**src/rtl/addsub_result_fifo.sv**
```systemverilog
// Result FIFO behind the add/sub stage: captures each sum together with its
// {ovf, carry, zero, neg} flags and counts accepted overflows (saturating).
module addsub_result_fifo #(
  parameter int W     = 4,
  parameter int DEPTH = 4
) (
  input  logic                   clk,
  input  logic                   rst,
  input  logic                   in_valid,
  output logic                   in_ready,
  input  logic [W-1:0]           in_a,
  input  logic [W-1:0]           in_b,
  input  logic                   in_m,
  input  logic [W-1:0]           in_sum,
  input  logic                   in_cout,
  output logic                   out_valid,
  input  logic                   out_ready,
  output logic [W-1:0]           out_sum,
  output logic [3:0]             out_flags,
  output logic [$clog2(DEPTH):0] count,
  output logic [7:0]             ovf_cnt
);

  localparam int AW = $clog2(DEPTH);
  localparam logic [AW:0] FULL = (AW+1)'(DEPTH);

  logic [W+3:0]  mem [DEPTH];
  logic [AW-1:0] wr_ptr;
  logic [AW-1:0] rd_ptr;
  logic          push;
  logic          pop;
  logic          ovf;
  logic          zero;
  logic [3:0]    flags;

  assign in_ready  = (count < FULL);
  assign out_valid = (count != '0);
  assign push      = in_valid && in_ready;
  assign pop       = out_valid && out_ready;

  // Subtraction overflows when the operand signs differ; addition when they match.
  always_comb begin
    ovf   = 1'b0;
    zero  = 1'b0;
    flags = 4'b0000;
    if (in_m) begin
      ovf = (in_a[W-1] != in_b[W-1]) && (in_sum[W-1] != in_a[W-1]);
    end else begin
      ovf = (in_a[W-1] == in_b[W-1]) && (in_sum[W-1] != in_a[W-1]);
    end
    zero  = (in_sum == '0);
    flags = {ovf, in_cout, zero, in_sum[W-1]};
  end

  // Storage is not reset; occupancy alone decides which entries are live.
  always_ff @(posedge clk) begin
    if (!rst && push) begin
      mem[wr_ptr] <= {flags, in_sum};
    end
  end

  assign out_sum   = mem[rd_ptr][W-1:0];
  assign out_flags = mem[rd_ptr][W+3:W];

  always_ff @(posedge clk) begin
    if (rst) begin
      wr_ptr <= '0;
      rd_ptr <= '0;
      count  <= '0;
    end else begin
      if (push) begin
        wr_ptr <= wr_ptr + 1'b1;
      end
      if (pop) begin
        rd_ptr <= rd_ptr + 1'b1;
      end
      case ({push, pop})
        2'b10:   count <= count + 1'b1;
        2'b01:   count <= count - 1'b1;
        default: count <= count;
      endcase
    end
  end

  always_ff @(posedge clk) begin
    if (rst) begin
      ovf_cnt <= 8'd0;
    end else if (push && ovf && (ovf_cnt != 8'hFF)) begin
      ovf_cnt <= ovf_cnt + 8'd1;
    end
  end

endmodule

```
**config.mk**
```make
export PLATFORM = sky130hd
export DESIGN_NAME = addsub_result_fifo
export DESIGN_NICKNAME = d
export VERILOG_FILES = /design/src/rtl/addsub_result_fifo.sv
export SDC_FILE = /design/constraint.sdc
export NUM_CORES = 1
export LEC_CHECK = 0
export ABC_AREA = 1
export CAP_MARGIN = 10
export CORE_UTILIZATION = 51
export CTS_CLUSTER_SIZE = 14
export DETAILED_ROUTE_END_ITERATION = 8
export GPL_TIMING_DRIVEN = 0
export PLACE_DENSITY = 0.79
export SETUP_SLACK_MARGIN = 0.02
export SLEW_MARGIN = 20
export SYNTH_ARGS = -nofsm -noshare
export SYNTH_HDL_FRONTEND = slang
export SYNTH_SLANG_ARGS = --single-unit
export TNS_END_PERCENT = 5
```
**constraint.sdc**
```tcl
create_clock -name clk -period 2.4 [get_ports clk]
set_clock_uncertainty 0.2 [all_clocks]
set_input_delay 0.24 -clock clk [delete_from_list [all_inputs] [get_ports clk]]
set_output_delay 0.24 -clock clk [all_outputs]
set_load 0.01 [all_outputs]
```
### After elaboration in Yosys (flattened, before gate mapping)

Memory sizes are Yosys's and may differ from the RTL's. A register that Yosys moved wholly into a read port is not among the register bits.
Index checks and enable logic that the tools add are counted.

| storage, ports and cells | value |
|---|---|
| register bits after elaboration | 15 |
| RAM bits | 32 |
| memories kept | 1 |
| output and inout port bits | 21 |
| bits of input ports | 18 |
| logic and storage cells | 34 |

Memory list:

| name | depth | bits a word | rd ports | clocked after memory_dff | wr ports | RTL line | source |
|---|---|---|---|---|---|---|---|
| mem | 4 | 8 | 1 | 1 | 1 | 27 | `logic [W+3:0] mem [DEPTH];` |

| cells by class | value |
|---|---|
| equality and inequality tests | 6 |
| add/sub/neg operators | 5 |
| reduce and logical (&&, ||, !) cells | 11 |
| magnitude comparators | 1 |
| muxes and demuxes | 6 |

Operators with widths:

| operator | number |
|---|---|
| $add 8x1->8 const B | 1 |
| $ne 8x8->1 const B | 1 |
| $logic_and 1x1->1 | 7 |
| $pmux 3 s2 | 1 |
| $add 2x1->2 const B | 2 |
| $logic_not 4->1 | 1 |
| $mux 2 | 2 |
| $add 3x1->3 const B | 1 |
| $lt 3x3->1 const B | 1 |
| $mux 1 | 3 |
| $reduce_bool 3->1 | 1 |
| $sub 3x1->3 const B | 1 |
| $eq 2x1->1 const B | 1 |
| $eq 2x2->1 const B | 1 |
| $ne 1x1->1 | 2 |
| $reduce_bool 2->1 | 1 |
| $eq 1x1->1 | 1 |
| $logic_not 1->1 | 1 |

### Logic depth before layout (Yosys ltp)

Gate-level depths: netlist of the first run.

| logic depth | value |
|---|---|
| word-level depth | 5 |
| mapped depth | 11 |
| depth with buffers taken out | 10 |

### Worst setup path after synthesis of the first run

OpenSTA, ideal clock, no wires.

| timing path | value |
|---|---|
| kind | register to register |
| start point | register count[2] |
| end point | register count[2] |
| slack | 0.245 ns |
| cell stages (with the launch flop) | 12 |
| required time | 2.077 ns |
| path buffers | 1 |
| arrival time | 1.832 ns |
| cell sequence | dfxtp_1 > inv_2 > nand3_2 > and2_1 > buf_2 > ha_1 > inv_2 > fa_1 > a21oi_1 > o21ai_0 > o21ai_1 > a21oi_1 |

| between the ends | value |
|---|---|
| cells in the longest elaborated chain, start to end | 4 |

Ends and longest elaborated chain:

| element | RTL line | source |
|---|---|---|
| from (decl) | 20 | `output logic [$clog2(DEPTH):0] count,` |
| from (signal assigned) | 78 | `2'b10: count <= count + 1'b1;` |
| from (signal assigned) | 79 | `2'b01: count <= count - 1'b1;` |
| from (signal assigned) | 80 | `default: count <= count;` |
| $lt 3x3->1 (*) | 36 | `assign in_ready = (count < FULL);` |
| net in_ready | 10 | `output logic in_ready,` |
| $logic_and 1x1->1 (*) | 38 | `assign push = in_valid && in_ready;` |
| $eq 2x1->1 / $eq 2x2->1 (equally long branches) | 77 | `case ({push, pop})` |
| $pmux 3 s2 / $reduce_bool 2->1 (equally long branches) | n/a |  |

The timed path passes the listed nets; every way through them passes the cells marked *.
A chain may end at the register's enable or synchronous reset.

==> impl_metrics.json, run 1 <==
{
  "num_io_pins": 39,
  "min_from": "rd_ptr[1]",
  "crit_fanout": 8,
  "cts_made_buffers": 5,
  "vias": 1501,
  "firstDrtPassIters": 4,
  "synth_edf_count": 28,
  "ys_ff_latch": 45,
  "synth_commonest_cells": "edfxtp_1 (28), nor2_1 (24), inv_1 (23)",
  "avgSynthCellArea_um2": 9.925,
  "detail-route-antenna-nets": 0,
  "dp_hpwl_mm": 2.617,
  "ctsHoldBuffers": 0,
  "hold_viol_final": 0,
  "vias_per_cell": 5.105,
  "track_usage_pct": 19.63,
  "worst_ep_arrival_time_ns": 1.83,
  "post_cts_buffers": 0,
  "grt_pass1_vias": 1352,
  "cts_tree": "done",
  "layout.nets": 270,
  "drv_slew": 0,
  "num_rows": 22,
  "clockBufferDepth": 2,
  "tightest_slew_ns": 0.7190,
  "drv_cap": 0,
  "routedWlPerCell_um": 12.81,
  "route.detailed.drc": 0,
  "rsz0062_at_grt": "false",
  "synth_top_cell_by_area": "edfxtp_1",
  "cp-start-kind": "flip-flop",
  "drt_iter0_drc": 86,
  "r2r_cells": 11,
  "max_clock_freq_mhz": 440.5,
  "place_inst": 286,
  "place_congestion": 0.8037,
  "use_met2_pct": 31.96,
  "synthTopCellsByArea": "edfxtp_1 (41%), dfxtp_1 (17%), nor2_1 (4.4%)",
  "dpl_cell_area_mm2": 0.002425,
  "cts-resized-gates": 0,
  "overflow": 0,
  "hp-class": "reg -> reg",
  "core_mm2": 0.003744,
  "die_area_mm2": 0.004266,
  "fin_crit_sh_pct": 94.60,
  "finalPower_mw": 2.207,
  "slew_headroom_pct": 51.89,
  "start_util_pct": 54.61,
  "insertion_delay_ns": 0.30,
  "yosysTopAreaCellShare_pct": 41.13,
  "yosysWarnings": 0,
  "syn_inst": 206,
  "p_leak_nw": 0.9615,
  "path_clk_slew_ns": 0.08,
  "tns_ns": 0,
  "synth-async-reset-ratio_pct": 0,
  "r2r-end": "count[2]",
  "ir_drop_mv": 0.6521,
  "worstSetupEndpointType": "output port",
  "grt_pass1_wl_mm": 6.113,
  "finalSetupViolCount": 0,
  "met1_usage_pct": 23.81,
  "drt_wl_total_mm": 3.767,
  "portBuffers": 32,
  "netlist_area_mm2": 0.002044,
  "fin_crit_ns": 2.270,
  "cts_root_buf": "clkbuf_8",
  "required_ns": 1.96,
  "met3_usage_pct": 4.340,
  "path_class": "reg -> out",
  "synth_fp_nets": 231,
  "fin_cells": 294,
  "final_util_pct": 68.05,
  "hold_depth": 2,
  "p_per_area_mw_per_mm2": 866.3,
  "numClockSinks": 45,
  "synth_ff_type": "edfxtp_1",
  "status": "completed",
  "synthToLayoutAreaGrowth_pct": 24.60,
  "ff2ff_setup_slack_ns": 0.23,
  "finalInstanceArea_mm2": 0.002547,
  "n_antenna_cell": 0,
  "grt_max_degree": 14,
  "ys_seq_area_share_pct": 57.77,
  "antenna_found_initial": 0,
  "busiest_layer": "met2",
  "drive_above_1_share_pct": 13.41,
  "die_w_um": 65.32,
  "fp.dieH_um": 65.32,
  "cts_max_level": 2,
  "r2r-start": "count[2]",
  "synth_most_common_cell": "edfxtp_1",
  "synth_cell_type_count": 25
}
-- per-stage QoR --
stage / worst slack, ns / hold WS, ns
finish: 0.1296 / 0.2763
global placement: 0.07212 / 0.2572
CTS: 0.04200 / 0.2809
detailed placement: 0.07883 / 0.2669
global route: 0.02084 / 0.3088
floorplan: 0.2448 / 0.1091
-- registers in the layout (all words and copies together), names as in the netlist, named ones only --
register and flops:
count 3, ovf_cnt 8, rd_ptr 2, wr_ptr 2
mem 28
-- how the worst max path moves through the flow --
stage | from | end | depth (start not counted)
6_report | flip-flop | out_sum[3] | 5
5_1_grt | flip-flop | out_sum[3] | 5
4_1_cts | flip-flop | out_sum[3] | 6
3_5_place_dp | rst | mem[3][1] | 5
3_3_place_gp | rst | mem[3][1] | 5
2_1_floorplan | count[2] | count[2] | 11
-- layout by cell type (no fill, tap or decap), drive strengths merged, types with 3 or more instances in the layout --
cell / Yosys / routed
clkbuf: 0 / 8
edfxtp: 28 / 28
o21ai: 25 / 25
inv: 28 / 28
o22ai: 7 / 7
ha: 6 / 6
nor2: 28 / 28
nand2: 29 / 29
dfxtp: 17 / 17
xor2: 3 / 3
buf: 5 / 4
nand3: 9 / 9
a21oi: 16 / 16
clkdlybuf4s50: 0 / 32
-- cell type report --
type                    count  area [um2]
plain buffers               5       35.03
clock buffers               7       86.33
clock inverters             1       30.03
fillers                   308        1196
inverters                  28       105.1
multi-input cells         128       728.2
flip-flops and latches     45        1182
well taps                  48       60.06
repair buffers             32       320.3
-- worst max-delay path, stage by stage (launching register included) --
cell and delay [ns]:
dfxtp_1 0.39, inv_1 0.20, o21ai_0 0.13, o22ai_1 0.16, buf_4 0.13, clkdlybuf4s50_1 0.51
-- layer usage --
| layer | up-vias | wire length (um) |
|---|---|---|
| met5 | - | 0 |
| met4 | 0 | 102 |
| met3 | 10 | 170 |
| met1 | 680 | 1662 |
| li1 | 770 | - |
| met2 | 41 | 1831 |
-- cell families after synthesis --
logic type               synth area share [%]
adder cells (fa/ha/maj)                 4.651
buffers and inverters                   6.609
XOR/XNOR                                1.285
flip-flops                              57.77
AO/OA/AOI/OAI                           12.18
AND/OR/NAND/NOR                         17.50
-- power breakdown --
group / switching (mW) / total (mW) / internal, mW
Clock: 0.246 / 0.585 / 0.339
Combinational: 0.343 / 0.663 / 0.320
Sequential: 0.0590 / 0.959 / 0.900
Note: power is estimated with default switching activity, not from simulation.
==> run 2, diff against run 1 <==
==> constraint.sdc (replaced) <==
create_clock -name clk -period 2.1 [get_ports clk]
set_clock_uncertainty 0.2 [all_clocks]
set_input_delay 0.21 -clock clk [delete_from_list [all_inputs] [get_ports clk]]
set_output_delay 0.21 -clock clk [all_outputs]
set_load 0.01 [all_outputs]
==> impl_metrics.json, run 2 (same netlist as run 1, synthesis figures left out) <==
{
  "cts_root_buf": "clkbuf_8",
  "required_ns": 2.10,
  "cts_max_level": 2,
  "hold_depth": 2,
  "drv_slew": 0,
  "slew_headroom_pct": 56.01,
  "portBuffers": 32,
  "place_inst": 286,
  "rsz0062_at_grt": "true",
  "hp-class": "reg -> reg",
  "min_from": "rd_ptr[1]",
  "place_congestion": 0.7908,
  "hold_viol_final": 0,
  "path_class": "reg -> reg",
  "largest_reg_flops": 28,
  "routedWlPerCell_um": 12.44,
  "fin_crit_sh_pct": 95.64,
  "worstSetupEndpointType": "flip-flop",
  "ir_drop_mv": 0.8430,
  "tightest_slew_ns": 0.6574,
  "finalSetupViolCount": 0,
  "met1_usage_pct": 23.66,
  "seqPwrFrac_pct": 41.9,
  "clkPwrFrac_pct": 29.6,
  "final_util_pct": 69.28,
  "drive_above_1_share_pct": 16.60,
  "drv_cap": 0,
  "crit_fanout": 5,
  "insertion_delay_ns": 0.30,
  "fp.dieH_um": 65.32,
  "overflow": 0,
  "regMostFlops": "mem",
  "num_rows": 22,
  "status": "completed",
  "top_regs": "mem: 28 flops, ovf_cnt: 8 flops, count: 3 flops",
  "cts_tree": "done",
  "die_area_mm2": 0.004266,
  "vias_per_cell": 5.061,
  "fin_crit_ns": 2.008,
  "detail-route-antenna-nets": 0,
  "cts_made_buffers": 5,
  "r2r-start": "count[2]",
  "setup_ws_ns": 0.09161,
  "r2r_cells": 11,
  "finalPower_mw": 2.627,
  "grt_pass1_wl_mm": 6.072,
  "synthToLayoutAreaGrowth_pct": 26.87,
  "antenna_found_initial": 0,
  "firstDrtPassIters": 4,
  "power.internal_mw": 1.871,
  "n_antenna_cell": 0,
  "ff2ff_setup_slack_ns": 0.09,
  "max_clock_freq_mhz": 497.9,
  "grt_max_degree": 16,
  "cp-start-kind": "flip-flop",
  "busiest_layer": "met2",
  "place_ws_ns": -0.1691,
  "swShare_pct": 28.81,
  "layout_commonest_cell": "edfxtp_1",
  "use_met2_pct": 31.57,
  "r2r-end": "count[2]",
  "numClockSinks": 45,
  "fin_cells": 295,
  "path_clk_slew_ns": 0.09,
  "start_util_pct": 54.61,
  "met3_usage_pct": 4.861,
  "core_mm2": 0.003744,
  "route.detailed.drc": 0,
  "holdWs_ns": 0.2829,
  "clockBufferDepth": 2,
  "drt_iter0_drc": 62,
  "layout.nets": 271,
  "final_cell_mix": "edfxtp_1 (28), nor2_1 (24), clkdlybuf4s50_1 (24)",
  "drt_wl_total_mm": 3.671,
  "p_per_area_mw_per_mm2": 1013,
  "vias": 1493,
  "switching_power_mw": 0.7569,
  "dp_hpwl_mm": 2.528,
  "p_leak_nw": 1.007,
  "num_io_pins": 39,
  "grt_pass1_vias": 1345,
  "combPwrFrac_pct": 28.5,
  "worst_ep_arrival_time_ns": 2.00,
  "die_w_um": 65.32,
  "track_usage_pct": 19.20
}
==> run 2: cell count changes in the layout (fill, tap and decap cells not counted), sizes merged <==
cell	before	now
clkdlybuf4s50	32	24
bufinv	1	2
clkbuf	8	5
buf	4	6
inv	28	29
dlygate4sd2	0	6
dlymetal6s2s	0	2
==> run 2: critical path, stage by stage, from the launching register on <==
cell	delay [ns]
dfxtp_4	0.38
inv_2	0.06
nand3_2	0.07
and2_1	0.12
buf_4	0.13
ha_1	0.17
inv_2	0.06
fa_2	0.33
a21oi_1	0.14
o21ai_1	0.09
o21ai_1	0.12
a21oi_1	0.04
==> run 2: per-layer routing <==
layer	part of all wire (%)	vias to the layer above
li1	-	772
met1	44	672
met2	48	42
met3	5.7	7
met4	1.8	0
met5	0	-
==> run 2: what timing repair did <==
action / CTS / global route
hold buffers: 0 / 0
buffers inserted: 0 / 1
pin swaps: 0 / 0
resized for setup: 15 / 4
setup endpoints to repair: 9 / 3
==> run 2: per-stage QoR <==
step	TNS, ns	instance area, um2
6_report	0	2594
5_1_grt	-0.04363	2594
4_1_cts	0	2579
3_5_place_dp	-4.146	2429
3_3_place_gp	-3.665	2429
2_1_floorplan	0	2048
==> run 2: worst max-delay path by stage <==
stage,cells after the start,start,to
after global routing,11,count[1],count[2]
after floorplan,11,count[2],count[2]
final,11,count[2],count[2]
after detailed placement,5,rst,mem[3][4]
after global placement,5,rst,mem[3][1]
after CTS,5,flip-flop,out_sum[1]
==> run 2: final cells by class <==
type | instances | area, um2
buffer | 5 | 45.04
clock buffer | 5 | 68.82
clock inverter | 3 | 68.82
fill | 315 | 1150
inverter | 28 | 105.1
multi-input combinational | 128 | 730.7
sequential | 45 | 1190
tap | 48 | 60.06
timing repair buffer | 33 | 325.3
==> run 2: power groups by stage <==
stage | Clock, mW | Sequential, mW | Combinational, mW
floorplan | 0 | 1.12 | 0.415
global placement | 0 | 1.11 | 0.739
detailed placement | 0 | 1.12 | 0.749
CTS | 0.785 | 1.10 | 0.740
global route | 0.824 | 1.11 | 0.830
finish | 0.778 | 1.10 | 0.749
==> run 3, diff against run 2 <==
--- a/config.mk
+++ b/config.mk
@@ -6,11 +6,12 @@
 export NUM_CORES = 1
 export LEC_CHECK = 0
 export ABC_AREA = 1
-export CAP_MARGIN = 10
+export CAP_MARGIN = 0
 export CORE_UTILIZATION = 51
 export CTS_CLUSTER_SIZE = 14
 export DETAILED_ROUTE_END_ITERATION = 8
 export GPL_TIMING_DRIVEN = 0
+export HOLD_SLACK_MARGIN = 0.03
 export PLACE_DENSITY = 0.79
 export SETUP_SLACK_MARGIN = 0.02
 export SLEW_MARGIN = 20
==> results of run 3 <==
Same layout as run 2: the final DEF is identical, and so are final timing and power.
